==> src/rtl/hack_pc_stack.sv <==
// rtl/hack_pc_stack.sv - HACK program counter with hardware return-address stack
module hack_pc_stack #(
  parameter int                 WIDTH        = 16,
  parameter int                 STACK_DEPTH  = 8,
  parameter logic [WIDTH-1:0]   RESET_VECTOR = '0,
  localparam int                DW           = $clog2(STACK_DEPTH + 1)
) (
  input  logic             clock,
  input  logic             reset,
  input  logic             load,
  input  logic             increment,
  input  logic             call,
  input  logic             ret,
  input  logic [WIDTH-1:0] in,
  output logic [WIDTH-1:0] out,
  output logic [DW-1:0]    depth,
  output logic             overflow,
  output logic             underflow
);

  // Index width for the stack array; a single-entry stack still needs one bit.
  localparam int              IW      = (STACK_DEPTH > 1) ? $clog2(STACK_DEPTH) : 1;
  localparam logic [DW-1:0]   LP_FULL = DW'(STACK_DEPTH);

  logic [WIDTH-1:0] r_pc;
  logic [DW-1:0]    r_depth;
  logic             r_overflow;
  logic             r_underflow;
  logic [WIDTH-1:0] r_stack [STACK_DEPTH];

  logic             w_do_load;
  logic             w_do_call;
  logic             w_do_ret;
  logic             w_do_inc;
  logic             w_full;
  logic             w_empty;
  logic             w_push;
  logic             w_pop;
  logic [WIDTH-1:0] w_pc_plus1;
  logic [IW-1:0]    w_push_idx;
  logic [IW-1:0]    w_pop_idx;
  logic [DW-1:0]    w_depth_m1;
  logic [WIDTH-1:0] w_pc_next;
  logic [DW-1:0]    w_depth_next;
  logic             w_overflow_next;
  logic             w_underflow_next;

  assign w_full     = (r_depth == LP_FULL);
  assign w_empty    = (r_depth == '0);
  assign w_pc_plus1 = r_pc + 1'b1;
  assign w_depth_m1 = r_depth - 1'b1;
  assign w_push_idx = r_depth[IW-1:0];
  assign w_pop_idx  = w_depth_m1[IW-1:0];

  // Resolve simultaneous controls to one winning command: load > call > ret > increment.
  always_comb begin
    w_do_load = 1'b0;
    w_do_call = 1'b0;
    w_do_ret  = 1'b0;
    w_do_inc  = 1'b0;
    if (load) begin
      w_do_load = 1'b1;
    end else if (call) begin
      w_do_call = 1'b1;
    end else if (ret) begin
      w_do_ret = 1'b1;
    end else if (increment) begin
      w_do_inc = 1'b1;
    end
  end

  // A push only happens on a call with room; a pop only on a ret with an entry, never both.
  assign w_push = w_do_call && !w_full;
  assign w_pop  = w_do_ret && !w_empty;

  // Next-state values for the counter, depth and sticky error flags.
  always_comb begin
    w_pc_next        = r_pc;
    w_depth_next     = r_depth;
    w_overflow_next  = r_overflow;
    w_underflow_next = r_underflow;
    if (w_do_load) begin
      w_pc_next = in;
    end else if (w_do_call) begin
      w_pc_next = in;
      if (w_push) begin
        w_depth_next = r_depth + 1'b1;
      end else begin
        w_overflow_next = 1'b1;
      end
    end else if (w_do_ret) begin
      if (w_pop) begin
        w_pc_next    = r_stack[w_pop_idx];
        w_depth_next = w_depth_m1;
      end else begin
        w_underflow_next = 1'b1;
      end
    end else if (w_do_inc) begin
      w_pc_next = w_pc_plus1;
    end
  end

  // Counter, depth and flag registers; reset also discards every stack entry by zeroing depth.
  always_ff @(posedge clock) begin
    if (reset) begin
      r_pc        <= RESET_VECTOR;
      r_depth     <= '0;
      r_overflow  <= 1'b0;
      r_underflow <= 1'b0;
    end else begin
      r_pc        <= w_pc_next;
      r_depth     <= w_depth_next;
      r_overflow  <= w_overflow_next;
      r_underflow <= w_underflow_next;
    end
  end

  // Return-address storage; contents are meaningless above depth, so no reset is needed.
  always_ff @(posedge clock) begin
    if (!reset && w_push) begin
      r_stack[w_push_idx] <= w_pc_plus1;
    end
  end

  assign out       = r_pc;
  assign depth     = r_depth;
  assign overflow  = r_overflow;
  assign underflow = r_underflow;

endmodule

==> config.mk <==
export PLATFORM = sky130hd
export DESIGN_NAME = hack_pc_stack
export DESIGN_NICKNAME = d
export VERILOG_FILES = /design/src/rtl/hack_pc_stack.sv
export SDC_FILE = /design/constraint.sdc
export NUM_CORES = 1
export LEC_CHECK = 0
export BUFFER_PORTS_ARGS = -buffer_cell sky130_fd_sc_hd__buf_2
export CAP_MARGIN = 20
export CORE_ASPECT_RATIO = 1.1
export CORE_MARGIN = 8
export CORE_UTILIZATION = 57
export CTS_CLUSTER_SIZE = 16
export DETAILED_ROUTE_END_ITERATION = 8
export PLACE_DENSITY = 0.79
export SYNTH_ARGS = -nofsm -noshare
export SYNTH_HDL_FRONTEND = slang
export SYNTH_SLANG_ARGS = --single-unit
==> constraint.sdc <==
create_clock -name clock -period 6.53 [get_ports clock]
set_input_delay 0.653 -clock clock [delete_from_list [all_inputs] [get_ports clock]]
set_output_delay 0.653 -clock clock [all_outputs]
set_load 0.03 [all_outputs]
**After elaboration in Yosys (flattened, before gate mapping)**

Memory sizes are Yosys's and may differ from the RTL's.
Cells that the tools add are included.

- Add/subtract/negate cells: 3
- Equality and inequality tests: 3
- Multiplexer cells: 21
- Bitwise operators: 4
- Reduce and logical (&&, ||, !) cells: 14

Operators by type and width:

| operator | number |
|---|---|
| 16-bit two-way mux | 5 |
| 16-bit by 1-bit adder with 16-bit output, second input constant | 1 |
| 4-bit two-way mux | 4 |
| 1-bit two-way mux | 12 |
| 4-bit AND reduction | 2 |
| 4-bit by 1-bit adder with 4-bit output, second input constant | 1 |
| 4-bit equality test, second input constant | 1 |
| 4-bit zero test | 1 |
| 4-bit by 3-bit inequality test with 1-bit output, second input constant | 1 |
| 1-bit inverter | 4 |
| 2-bit nonzero test | 2 |
| 4-bit nonzero test | 1 |
| 4-bit by 1-bit subtractor with 4-bit output, second input constant | 1 |
| 1-bit logical AND | 3 |
| 1-bit zero test | 3 |
| 3-bit AND reduction | 1 |
| 2-bit by 1-bit inequality test with 1-bit output, second input constant | 1 |
| 2-bit AND reduction | 1 |

- Bits in registers: 22
- RAM bits: 128
- Input port bits: 22
- Output and inout port bits: 22
- Word-level logic and storage cells: 50
- Memories kept: 1

Memories:

| memory | words | width | read ports | clocked after memory_dff | write ports | RTL line | text |
|---|---|---|---|---|---|---|---|
| r_stack | 8 | 16 | 1 | 0 | 1 | 29 | `logic [WIDTH-1:0] r_stack [STACK_DEPTH];` |

**Logic depth before layout (Yosys ltp)**

- Word-level depth: 8
- Mapped depth: 12
- Mapped depth without buffers: 7

**Worst setup path before layout**

OpenSTA, ideal clock, no wires.

- Path kind: register to register
- Start point: register r_depth[0], in the netlist depth[0]
- End point: memory r_stack[1][0], enable pin
- Library setup time: 0.409 ns
- Arrival time: 3.325 ns
- Data required time: 6.121 ns
- Setup slack: 2.796 ns
- Stages on the path, launching flop included: 10
- Clock period less this slack: 3.734 ns
- Cells stage by stage: dfxtp_1 buf_6 buf_6 buf_6 inv_1 ha_1 nor2b_1 and2_1 or4_1 nor3_1

- Word-level cells in the longest chain between the ends: 6

Ends and longest elaborated chain:

| item | RTL line | text |
|---|---|---|
| from (decl) | 26 | `logic [DW-1:0] r_depth;` |
| from (signal assigned) | 112 | `r_depth <= w_depth_next;` |
| 4-bit equality test | 48 | `assign w_full = (r_depth == LP_FULL);` |
| 1-bit zero test | 73 | `assign w_push = w_do_call && !w_full;` |
| 1-bit logical AND | 73 |  |
| 1-bit logical AND | 120 | `if (!reset && w_push) begin` |
| 1-bit two-way mux | 120 |  |
| 1-bit two-way mux (implied by the code) | 121 | `r_stack[w_push_idx] <= w_pc_plus1;` |
| to (decl) | 29 |  |

Several ways; a longest one is shown, not always the timed one.

**Worst setup path after layout**

- Start point: register r_depth[0], in the netlist depth[0]
- End point: memory r_stack[2][2], enable pin

The elaborated chain is that of the path after synthesis.

==> results_tabular.tex <==
\begin{tabular}{lr}
\hline
Metric & Value \\
\hline
\multicolumn{2}{l}{\textbf{Run status}} \\
Result of the run & finished clean \\
\multicolumn{2}{l}{\textbf{Detailed routing}} \\
Total number of vias & 3963 \\
Count of routing violations after the opening detailed-route iteration & 438 \\
Average vias per placed instance & 6.37 \\
Detailed Route WL & 15100 um \\
Number of nets with antenna violations after routing & 0 \\
DRT Pass-1 Iters & 5 \\
DRC violations left & 0 \\
Routed wire per std cell & 24.3 um \\
\multicolumn{2}{l}{\textbf{GRT}} \\
Remaining global-route overflow & 0 \\
Initial antenna violation count & 0 \\
Via count of the first global-routing pass & 4111 \\
Busiest metal layer after global routing & met2 \\
First-pass GRT wire length & 23500 um \\
Maximum number of pins on one net before global-route repair & 39 \\
Total global routing track utilization & about a fifth \\
GRT met2 Usage & 33.8\% \\
Global-route met3 utilization & 5.46\% \\
Met1 routing resource usage after global routing & approximately 25\% \\
\multicolumn{2}{l}{\textbf{Worst setup path}} \\
R2r worst-path depth & 8 \\
Crit path DAT & 3.61 ns \\
Largest fanout on the critical path & 38 \\
Type of element launching the critical path & flip-flop \\
Critical R2R Launch & depth[0]\$\_SDFFE\_PP0P\_ \\
Cell with the largest stage delay on the worst path & or4\_1 \\
Slack of the worst reg-to-reg path & 3.02 ns \\
Most used cell, CP & buf\_4 \\
Buffer and inverter count on the worst path & 3 \\
Critical Path RT & approximately 6.6 ns \\
Startpoint-to-endpoint class of the critical path & flip-flop to flip-flop \\
Delay of the slowest cell on the worst path & 0.58 ns \\
Sort of element at the end of the critical path & flip-flop \\
Worst-path cell chain & buf\_4, inv\_1, ha\_1, nor2b\_1, and2\_1, or4\_1, nor2\_1, buf\_4 \\
Endpoint of the most critical register-to-register path & r\_stack[2][2]\$\_DFFE\_PP\_ \\
Family with the most delay on the worst path & simple AND/OR/NAND/NOR gates \\
\multicolumn{2}{l}{\textbf{Finish}} \\
Most common library cell in the layout ignoring fill and taps & edfxtp\_1 \\
Most used cells in the layout excluding fill and tap cells & edfxtp\_1 (128), buf\_2 (43), nor2\_1 (42) \\
Layout fillers & 775 \\
Fraction of layout instances using a drive strength above 1 & 29.0\% \\
Antenna Cells & 0 \\
Layout overhead on the synthesized area & 14.0\% \\
Total Nets Final & 485 \\
\multicolumn{2}{l}{\textbf{Pwr}} \\
Net switching power figure & a little under 0.7 mW \\
LEAKAGE & 2.53 nW \\
Total Power Consumption & 2.56 mW \\
Internal power component & around 1.9 mW \\
Sequential power share & 44.2\% \\
Logic pwr share & between 10\% and 20\% \\
Switching portion of total power & 27.1\% \\
Clock Power Share & 36.3\% \\
Pwr Density & 346 mW/mm\^{}2 \\
Peak supply drop & 0.170 mV \\
\multicolumn{2}{l}{\textbf{Worst hold path}} \\
Hold WC Path Type & flip-flop to flip-flop \\
Number of instances on the worst hold path & 2 \\
Hold Crit Endpoint & underflow\$\_SDFFE\_PP0P\_ \\
Worst Min Path Start & underflow\$\_SDFFE\_PP0P\_ \\
\multicolumn{2}{l}{\textbf{STA}} \\
TNS Setup & 0 ns \\
Maximum achievable frequency & 285 MHz \\
Max-slew headroom at the worst pin & 23.7\% \\
Period utilization & 53.7\% \\
Slew @ Worst Pin & between 1 and 1.5 ns \\
Final critical path time including I/O delays and setup & 3.51 ns \\
RSZ-0062 raised after global routing & no \\
Max-slew violation total from the final report & 0 \\
Total setup violations reported at the end of the flow & 0 \\
Final setup skew & about 0.009 ns \\
Number of hold violations in the final report & 0 \\
\multicolumn{2}{l}{\textbf{Logic synthesis}} \\
Post-Syn Instances & 410 \\
Yosys cell types & 51 \\
EDFF count, synth & 128 \\
Fraction of registers with async set or reset after synthesis & 0\% \\
Dominant synthesized flop cell & edfxtp\_1 \\
Post-synthesis sequential element count & 150 \\
Warnings, synthesis & 0 \\
Synthesized cell area & 0.00649 sq mm \\
Synth Area per Inst & 15.8 sq um \\
Portion of the post-synthesis area used by sequential elements & 66.0\% \\
Net count after synthesis & 436 \\
\multicolumn{2}{l}{\textbf{Clock network}} \\
Max clock buf depth & 2 \\
Inserted Clock Buffers & 17 \\
Root Driver & clkbuf\_16 \\
Setup fix buffers added after clock tree synthesis & 0 \\
Worst skew pair latency & 0.42 ns \\
CTS H-Tree Depth & 4 \\
Resized Gates After CTS & 0 \\
CTS tree & yes \\
Hold buffer count at cts & 0 \\
\# clock sinks & 150 \\
Clock transition at path regs & 0.06 ns \\
\multicolumn{2}{l}{\textbf{Floorplanning}} \\
Die H & 128 um \\
Std cell rows & 41 \\
Core area & 0.0113 sq mm \\
Initial standard-cell utilization of the core & 57.5\% \\
Overall die width & 118 um \\
Number of top-level design ports & 44 \\
Overall die area & 0.0151 sq mm \\
\multicolumn{2}{l}{\textbf{Placement}} \\
Final RePlAce weighted congestion & about 0.89 \\
Half-perimeter wire length after detailed placement & 9590 um \\
Quantity of I/O buffers inserted on ports & 43 \\
\multicolumn{2}{l}{\textbf{Job}} \\
Max capacitance violation total & 0 \\
\hline
\end{tabular}
-- worst reg2reg max path: stages, from the launching register on --
cell and delay, ns:
dfxtp_2 0.31, buf_4 0.57, inv_1 0.22, ha_1 0.26, nor2b_1 0.15, and2_1 0.20, or4_1 0.58, nor2_1 0.55
buf_4 0.35
-- sequential cells by signal, indices dropped and copies added (netlist names) --
register and count:
r_stack 128, out 16, depth 4, overflow 1, underflow 1
-- stage by stage --
step | worst slack [ns] | hold slack (ns) | instances | utilization [%] | area (sq um)
floorplan | 2.80 | 0.603 | 410 | - | 6490
global placement | 3.08 | 0.446 | 590 | 60.6 | 6830
detailed placement | 3.04 | 0.469 | 590 | 60.6 | 6830
CTS | 3.02 | 0.486 | 622 | 65.6 | 7400
global route | 2.79 | 0.525 | 622 | 65.6 | 7400
finish | 3.02 | 0.471 | 622 | 65.6 | 7400
-- per-layer routing --
metal | up-vias | routed length (um)
li1 | 1707 | -
met3 | 48 | 1450
met1 | 1968 | 5660
met4 | 0 | 601
met5 | - | 0
met2 | 240 | 7390
-- cells in the mapped netlist (all sizes together) (3+ instances only) --
cell	number	share of area [%]
inv	8	0.46
edfxtp	128	59
nand4	9	0.87
o21ai	12	0.93
xor2	8	1.2
nor2	42	2.4
a311oi	4	0.73
and3	4	0.39
mux4	32	11
mux2i	8	1.2
a221oi	6	1.0
a211oi	6	0.77
nand2b	3	0.29
clkbuf	8	0.46
dfxtp	22	6.8
nor3	9	0.77
mux2	7	1.2
a21oi	9	0.75
nand3	7	0.54
buf	17	2.1
ha	4	0.77
xnor2	12	1.6
nand2	18	1.0
a31oi	5	0.48
-- power by group through the flow --
stage,sequential [mW],combinational (mW),clock [mW]
final,1.13,0.497,0.930
after CTS,1.13,0.498,0.939
after global routing,1.14,0.532,0.980
after floorplan,1.17,0.358,0
after global placement,1.15,0.483,0
after detailed placement,1.15,0.498,0
-- worst max-delay path by stage --
stage	cells after the start	to	from	slack, ns
global placement	8	out[9]$_SDFFE_PP0P_	depth[0]$_SDFFE_PP0P_	3.08
finish	8	r_stack[2][2]$_DFFE_PP_	depth[0]$_SDFFE_PP0P_	3.02
detailed placement	8	out[9]$_SDFFE_PP0P_	depth[0]$_SDFFE_PP0P_	3.04
floorplan	9	r_stack[1][0]$_DFFE_PP_	depth[0]$_SDFFE_PP0P_	2.80
global route	8	r_stack[2][2]$_DFFE_PP_	depth[0]$_SDFFE_PP0P_	2.79
CTS	8	out[9]$_SDFFE_PP0P_	depth[0]$_SDFFE_PP0P_	3.02
-- layout make-up --
type                            instances  area, sq um  share of cell area (%)
Tap cell                              150          188                    2.54
Sequential cell                       150         4290                    57.9
Clock buffer                           19          433                    5.85
Timing Repair Buffer                   55          305                    4.13
Multi-Input combinational cell        227         2030                    27.4
Inverter                                8         30.0                   0.406
Clock inverter                         13          133                    1.79
-- cells by family after synthesis --
logic type | share of synthesized area [%]
AO/OA/AOI/OAI | 5.90
XOR/XNOR | 2.81
adder cells (fa/ha/maj) | 0.771
buffers and inverters | 3.01
flip-flops | 66.0
multiplexers | 13.6
AND/OR/NAND/NOR | 7.94
No activity file was read; power rests on OpenSTA's default activity.
